--- src/rtl/lsu_pkg.sv ---
// Shared definitions for the load/store unit: funct3 codes, FSM states
// and the request legality/alignment helpers used at accept time.
package lsu_pkg;

  localparam logic [2:0] F3_B  = 3'b000;
  localparam logic [2:0] F3_H  = 3'b001;
  localparam logic [2:0] F3_W  = 3'b010;
  localparam logic [2:0] F3_BU = 3'b100;
  localparam logic [2:0] F3_HU = 3'b101;

  localparam int BE_W = 4;

  typedef enum logic [1:0] {IDLE, ISSUE, WAIT, RESP} lsu_state_t;

  // Stores only know B/H/W; loads additionally have the unsigned B/H forms.
  function automatic logic f3_legal(input logic we, input logic [2:0] f3);
    return we ? ((f3 == F3_B) || (f3 == F3_H) || (f3 == F3_W))
              : ((f3 == F3_B) || (f3 == F3_H) || (f3 == F3_W) ||
                 (f3 == F3_BU) || (f3 == F3_HU));
  endfunction

  // Size is encoded in funct3[1:0]; bytes can never be misaligned.
  function automatic logic misaligned(input logic [2:0] f3, input logic [1:0] off);
    return (f3[1:0] == 2'b01) ? off[0] :
           (f3[1:0] == 2'b10) ? (off != 2'b00) : 1'b0;
  endfunction

endpackage

--- src/rtl/lsu_align.sv ---
// Byte-lane steering between the 32-bit pipeline view and the word RAM:
// byte enables and replicated write data for stores, lane extraction and
// sign/zero extension for loads. Purely combinational.
module lsu_align
  import lsu_pkg::*;
#(
  parameter int XLEN = 32
) (
  input  logic [2:0]      st_funct3,
  input  logic [1:0]      st_off,
  input  logic [XLEN-1:0] st_wdata,
  output logic [BE_W-1:0] st_byteen,
  output logic [XLEN-1:0] st_data,
  input  logic [2:0]      ld_funct3,
  input  logic [1:0]      ld_off,
  input  logic [XLEN-1:0] ld_rdata,
  output logic [XLEN-1:0] ld_data
);

  logic [7:0]  ld_byte;
  logic [15:0] ld_half;

  // Store side: enable only the addressed lanes and copy the operand to every lane.
  always_comb begin
    st_byteen = '0;
    st_data   = st_wdata;
    case (st_funct3)
      F3_B: begin
        st_byteen = 4'b0001 << st_off;
        st_data   = {4{st_wdata[7:0]}};
      end
      F3_H: begin
        st_byteen = 4'b0011 << {st_off[1], 1'b0};
        st_data   = {2{st_wdata[15:0]}};
      end
      F3_W: st_byteen = 4'b1111;
      default: st_byteen = '0;
    endcase
  end

  // Load side: pick the addressed byte/half, then extend according to funct3.
  always_comb begin
    ld_byte = ld_rdata[{ld_off, 3'b000} +: 8];
    ld_half = ld_off[1] ? ld_rdata[31:16] : ld_rdata[15:0];
    ld_data = ld_rdata;
    case (ld_funct3)
      F3_B:    ld_data = {{(XLEN-8){ld_byte[7]}}, ld_byte};
      F3_BU:   ld_data = {{(XLEN-8){1'b0}}, ld_byte};
      F3_H:    ld_data = {{(XLEN-16){ld_half[15]}}, ld_half};
      F3_HU:   ld_data = {{(XLEN-16){1'b0}}, ld_half};
      default: ld_data = ld_rdata;
    endcase
  end

endmodule

--- src/rtl/lsu.sv ---
// Load/store unit: accepts one request at a time, forms rs1+imm, drives a
// single RAM access and returns a one-cycle response pulse. Faulting
// requests skip the RAM entirely and respond in the following cycle.
module lsu
  import lsu_pkg::*;
#(
  parameter int XLEN       = 32,
  parameter int DMEM_SIZE  = 2**15,
  parameter int ADDR_WIDTH = $clog2(DMEM_SIZE >> 2),
  parameter int RD_LAT     = 1
) (
  input  logic                  clk,
  input  logic                  rst_n,
  input  logic                  req_valid,
  output logic                  req_ready,
  input  logic                  req_we,
  input  logic [2:0]            req_funct3,
  input  logic [XLEN-1:0]       req_base,
  input  logic [XLEN-1:0]       req_imm,
  input  logic [XLEN-1:0]       req_wdata,
  output logic                  resp_valid,
  output logic [XLEN-1:0]       resp_data,
  output logic                  resp_fault,
  output logic [ADDR_WIDTH-1:0] mem_addr,
  output logic                  mem_en,
  output logic                  mem_we,
  output logic [BE_W-1:0]       mem_byteen,
  output logic [XLEN-1:0]       mem_wdata,
  input  logic [XLEN-1:0]       mem_rdata
);

  localparam int CNT_W = 3;

  lsu_state_t       state;
  logic [CNT_W-1:0] cnt;
  logic             we_q;
  logic [2:0]       f3_q;
  logic [1:0]       off_q;

  logic [XLEN-1:0]  eff;
  logic             fault_now;
  logic [BE_W-1:0]  st_byteen;
  logic [XLEN-1:0]  st_data;
  logic [XLEN-1:0]  ld_data;
  logic             unused_eff_hi;

  assign eff           = req_base + req_imm;
  assign fault_now     = !f3_legal(req_we, req_funct3) || misaligned(req_funct3, eff[1:0]);
  assign unused_eff_hi = ^eff[XLEN-1:ADDR_WIDTH+2];

  lsu_align #(.XLEN(XLEN)) u_align (
    .st_funct3 (req_funct3),
    .st_off    (eff[1:0]),
    .st_wdata  (req_wdata),
    .st_byteen (st_byteen),
    .st_data   (st_data),
    .ld_funct3 (f3_q),
    .ld_off    (off_q),
    .ld_rdata  (mem_rdata),
    .ld_data   (ld_data)
  );

  // Request FSM with registered outputs; RAM strobes and the response pulse
  // default low each cycle and are raised only on the transition that needs them.
  always_ff @(posedge clk or negedge rst_n) begin
    if (!rst_n) begin
      state      <= IDLE;
      cnt        <= '0;
      we_q       <= 1'b0;
      f3_q       <= '0;
      off_q      <= '0;
      req_ready  <= 1'b1;
      resp_valid <= 1'b0;
      resp_fault <= 1'b0;
      resp_data  <= '0;
      mem_en     <= 1'b0;
      mem_we     <= 1'b0;
      mem_addr   <= '0;
      mem_byteen <= '0;
      mem_wdata  <= '0;
    end else begin
      resp_valid <= 1'b0;
      resp_fault <= 1'b0;
      mem_en     <= 1'b0;
      mem_we     <= 1'b0;
      case (state)
        IDLE: begin
          if (req_valid) begin
            we_q       <= req_we;
            f3_q       <= req_funct3;
            off_q      <= eff[1:0];
            mem_addr   <= eff[ADDR_WIDTH+1:2];
            mem_byteen <= st_byteen;
            mem_wdata  <= st_data;
            req_ready  <= 1'b0;
            if (fault_now) begin
              state      <= RESP;
              resp_valid <= 1'b1;
              resp_fault <= 1'b1;
              resp_data  <= '0;
            end else begin
              state  <= ISSUE;
              mem_en <= 1'b1;
              mem_we <= req_we;
            end
          end
        end
        ISSUE: begin
          if (we_q) begin
            state      <= RESP;
            resp_valid <= 1'b1;
            resp_data  <= '0;
          end else begin
            state <= WAIT;
            cnt   <= CNT_W'(1);
          end
        end
        WAIT: begin
          if (cnt == CNT_W'(RD_LAT)) begin
            state      <= RESP;
            resp_valid <= 1'b1;
            resp_data  <= ld_data;
          end else begin
            cnt <= cnt + CNT_W'(1);
          end
        end
        RESP: begin
          state     <= IDLE;
          req_ready <= 1'b1;
        end
        default: begin
          state     <= IDLE;
          req_ready <= 1'b1;
        end
      endcase
    end
  end

endmodule

--- config.mk ---
export PLATFORM = sky130hd
export DESIGN_NAME = lsu
export DESIGN_NICKNAME = d
export VERILOG_FILES = /design/src/rtl/lsu_pkg.sv /design/src/rtl/lsu_align.sv /design/src/rtl/lsu.sv
export SDC_FILE = /design/constraint.sdc
export NUM_CORES = 1
export LEC_CHECK = 0
export ABC_AREA = 0
export BUFFER_PORTS_ARGS = -buffer_cell sky130_fd_sc_hd__buf_2
export CELL_PAD_IN_SITES_DETAIL_PLACEMENT = 0
export CELL_PAD_IN_SITES_GLOBAL_PLACEMENT = 2
export CORE_MARGIN = 2
export CORE_UTILIZATION = 28
export DETAILED_ROUTE_END_ITERATION = 10
export GPL_ROUTABILITY_DRIVEN = 1
export PLACE_DENSITY = 0.84
export SYNTH_ARGS = -nofsm -noshare
export SYNTH_HDL_FRONTEND = slang
export SYNTH_SLANG_ARGS = --single-unit
export TNS_END_PERCENT = 100
--- constraint.sdc ---
create_clock -name clk -period 3 [get_ports clk]
set_clock_uncertainty 0.2 [all_clocks]
set_input_delay 0.45 -clock clk [delete_from_list [all_inputs] [get_ports clk]]
set_output_delay 0.45 -clock clk [all_outputs]
set_load 0.005 [all_outputs]
==> key figures <==
Synth
  • Seq cells post-synth: 97
  • Cell taking the most area after synthesis: dfrtp_1
  • Main combinational cell family by area after synthesis: compound AO/OA/AOI/OAI gates
  • EDFF count, synth: 0
  • Mean Syn Cell Area: 9.076 um^2
  • Main synth FF type: dfrtp_1
  • Cells after Synth: 603
  • Multiplexer share of the synthesized area: 7.293%
  • Xor/xnor share of the synthesized area: 1.120%
  • Post-Syn Nets: 759
  • Post-synth cell types: 60
  • Synth Area in Simple Gates: 15.27%
  • Post-Syn Area: 0.005473 mm^2
  • Synth Area in Compound Gates: 22.91%
  • Synth async-reset ratio: 100.0%
  • Post-synthesis sequential area ratio: 44.38%
  • Synth top area cells: dfrtp_1, nand2_1, o21ai_0
  • Post-Synth Adder-Cell Area: 4.938%
  • Synth Warn #: 0
  • Top cell type's share of synthesized area: 43.90%

Drt
  • Routed Antenna Nets: 0
  • Pre-antenna DRT Iters: 5
  • Initial drt markers: 275
  • Post-Route WL: 16.91 mm
  • Vias per std cell: 4.883
  • Via count: 5127
  • Drt wl/cell: 16.10 um
  • DR DRC count: 0

Global routing
  • Antenna violations before repair: 3
  • First-pass GRT wire length: 26.41 mm
  • Total GRT Usage: 16.31%
  • Largest net degree at the start of global routing: 63
  • Vias in the first global route: 4842
  • Total gr overflow: 0

Cells and area
  • Area Overhead vs Synth: 28.99%
  • Post-Layout Cell Count: 1050
  • Final nets: 935
  • Final Cell Area: 0.007059 mm^2
  • Fraction of layout cells with a size suffix above 1: 30.23%
  • Fin util: 36.51%

Floorplanning
  • Die Ht: 143.8 um
  • Starting Density: 28.31%
  • Row cnt: 51
  • Die X: 143.8 um
  • CORE AREA: 0.01933 mm^2
  • Die area: 0.02068 mm^2
  • # IOs: 221

CTS
  • Post-CTS setup buffers: 0
  • Max H-tree Level: 3
  • Total CTS buffers: 9
  • Skew-Pair Late Insertion Delay: 0.35 ns
  • Clock sinks: 97
  • Cts repair resizes: 0
  • Clock slew at reported path FFs: 0.08 ns
  • Cts hold-fix bufs: 0
  • CTS tree: done
  • Root Buffer: clkbuf_16
  • CTS Buffer Depth: 2

Power
  • Maximum VDD drop: 0.0003423 V
  • Leakage: 3.461 nW
  • Pwr Density: 883.8 mW/mm^2

Placed design
  • Port-buffer cells: 186
  • Hpwl dp: 12.70 mm
  • Placer congestion estimate: 0.7801
  • DP Cell Count: 1033
  • Placed Area: 0.006745 mm^2

STA
  • Final hold violations: 12
  • Max Clk Rate: 0.4252 GHz
  • Hold WS: -0.01076 ns
  • Min Tclk post-route: 2.352 ns
  • Setup tns final: 0 ns
  • Slew Limit Headroom: 44.01%
  • Slew Limit Fails: 0
  • Unrepaired setup endpoints after global routing: false
  • Worst Tran Pin Value: 0.8398 ns
  • Final setup fails: 0
  • Period utilization: 78.39%

Setup path
  • Setup Crit Path Kind: register to register
  • WP data required: 3.06 ns
  • Max stage delay on crit path: 0.48 ns
  • Critical path startpoint category: register
  • Critical Path AT: 2.41 ns
  • Crit. End Element: register
  • Slowest CP cell: a211o_2
  • Worst-path fanout max: 26
  • Crit-path cells: ha_1, nor2b_1, o22ai_1, a211o_2, buf_12, o31ai_1

Run
  • Max_cap viols: 0

Outcome
  • Status: complete, but fails checks
  • Failing checks: negative hold slack

Worst hold path
  • Hold crit path type: primary input to asynchronous set/reset pin
layer usage:
metal / wire [um] / global-route usage (%)
met1: 7646 / 21.60
met2: 7761 / 26.79
met3: 1329 / 4.232
met4: 156 / 3.664
met5: 12 / 0
cells by family (layout without fill, tap and decap cells):
logic type	Yosys count	in the layout
mux	37	37
other cells	0	1
compound gates	201	201
xor+xnor	7	7
simple gates	186	186
fa+ha+maj	21	21
buf+inv	54	235
flops	97	97
worst paths after layout:
kind	from	end	slack, ns	cells past startpoint
max in group asynchronous	rst_n	req_ready$_DFFE_PN1P_	1.82	2
setup reg to reg	cnt[0]$_DFFE_PN0P_	resp_data[29]$_DFFE_PN0P_	0.65	6
hold reg to reg	mem_wdata[7]$_DFFE_PN0P_	mem_wdata[7]$_DFFE_PN0P_	0.27	2
hold / removal	rst_n	cnt[0]$_DFFE_PN0P_	-0.01	1
min in group clk	req_wdata[0]	mem_wdata[0]$_DFFE_PN0P_	0.13	3
setup / recovery	cnt[0]$_DFFE_PN0P_	resp_data[29]$_DFFE_PN0P_	0.65	6
critical path: cells and delay by family, from the launching register on:
kind | cells | cell delay [ns]
DFF | 1 | 0.46
and+or+nand+nor | 1 | 0.23
AOI/OAI and AO/OA | 3 | 0.93
adders and majority gates | 1 | 0.22
buffers and inverters | 1 | 0.21
layout make-up:
class	count	area, um^2
Tap cell	265	331.6
Fill cell	2020	12280
Inverter	16	60.06
Clock inverter	7	86.33
Antenna cell	1	2.502
Clock buffer	9	225.2
Timing Repair Buffer	203	1099
Multi-Input combinational cell	452	2826
Sequential cell	97	2429
sequential cells by signal, indices dropped and copies added, names as in the netlist:
signal	count
f3_q	3
req_ready	1
resp_data	32
mem_we	1
we_q	1
state	2
resp_fault	1
mem_addr	13
off_q	2
mem_wdata	32
resp_valid	1
mem_en	1
cnt	3
mem_byteen	4
synth_stat cells (3+ instances only):
master	number
nor2_1	12
a221o_1	9
mux2i_1	32
and2_1	5
a211o_1	3
inv_1	16
and3_1	3
a21oi_1	35
xor2_1	6
a211oi_1	5
a21o_1	4
o21a_1	6
o22ai_1	8
ha_1	20
o21ai_0	79
nand4_1	4
o31ai_1	28
dfrtp_1	96
buf_2	14
buf_1	3
nand3_1	7
nor3_1	4
nand2b_1	4
clkbuf_1	20
nand2_1	128
mux2_2	3
per-stage QoR:
step                      total power [mW]  worst slack (ns)
after CTS                            6.352            0.6064
after floorplan                      3.874            0.5806
final                                6.239            0.6484
after global placement               5.063            0.3635
after global routing                 6.790            0.4077
after detailed placement             5.097            0.3128
power breakdown:
group	switching [mW]	internal, mW	total, mW	leakage, nW
Combinational	1.64	1.21	2.84	2.07
Sequential	0.336	1.84	2.18	1.25
Clock	0.559	0.663	1.22	0.150
layout by cell type (no fill, tap or decap), types with 4 or more instances in the layout:
| cell | count |
|---|---|
| nor2_1 | 11 |
| nand4_1 | 4 |
| and2_1 | 5 |
| mux2i_1 | 32 |
| nor3_1 | 4 |
| nand2_1 | 127 |
| o22ai_1 | 8 |
| o31ai_1 | 28 |
| buf_4 | 15 |
| a21oi_1 | 35 |
| o21ai_0 | 79 |
| a21o_1 | 4 |
| inv_1 | 16 |
| a221o_1 | 9 |
| o21a_1 | 6 |
| xor2_1 | 6 |
| nand3_1 | 7 |
| ha_1 | 20 |
| nand2b_1 | 4 |
| buf_2 | 185 |
| clkbuf_16 | 9 |
| a211oi_1 | 5 |
| dfrtp_1 | 96 |
Note: power is estimated with default switching activity, not from simulation.
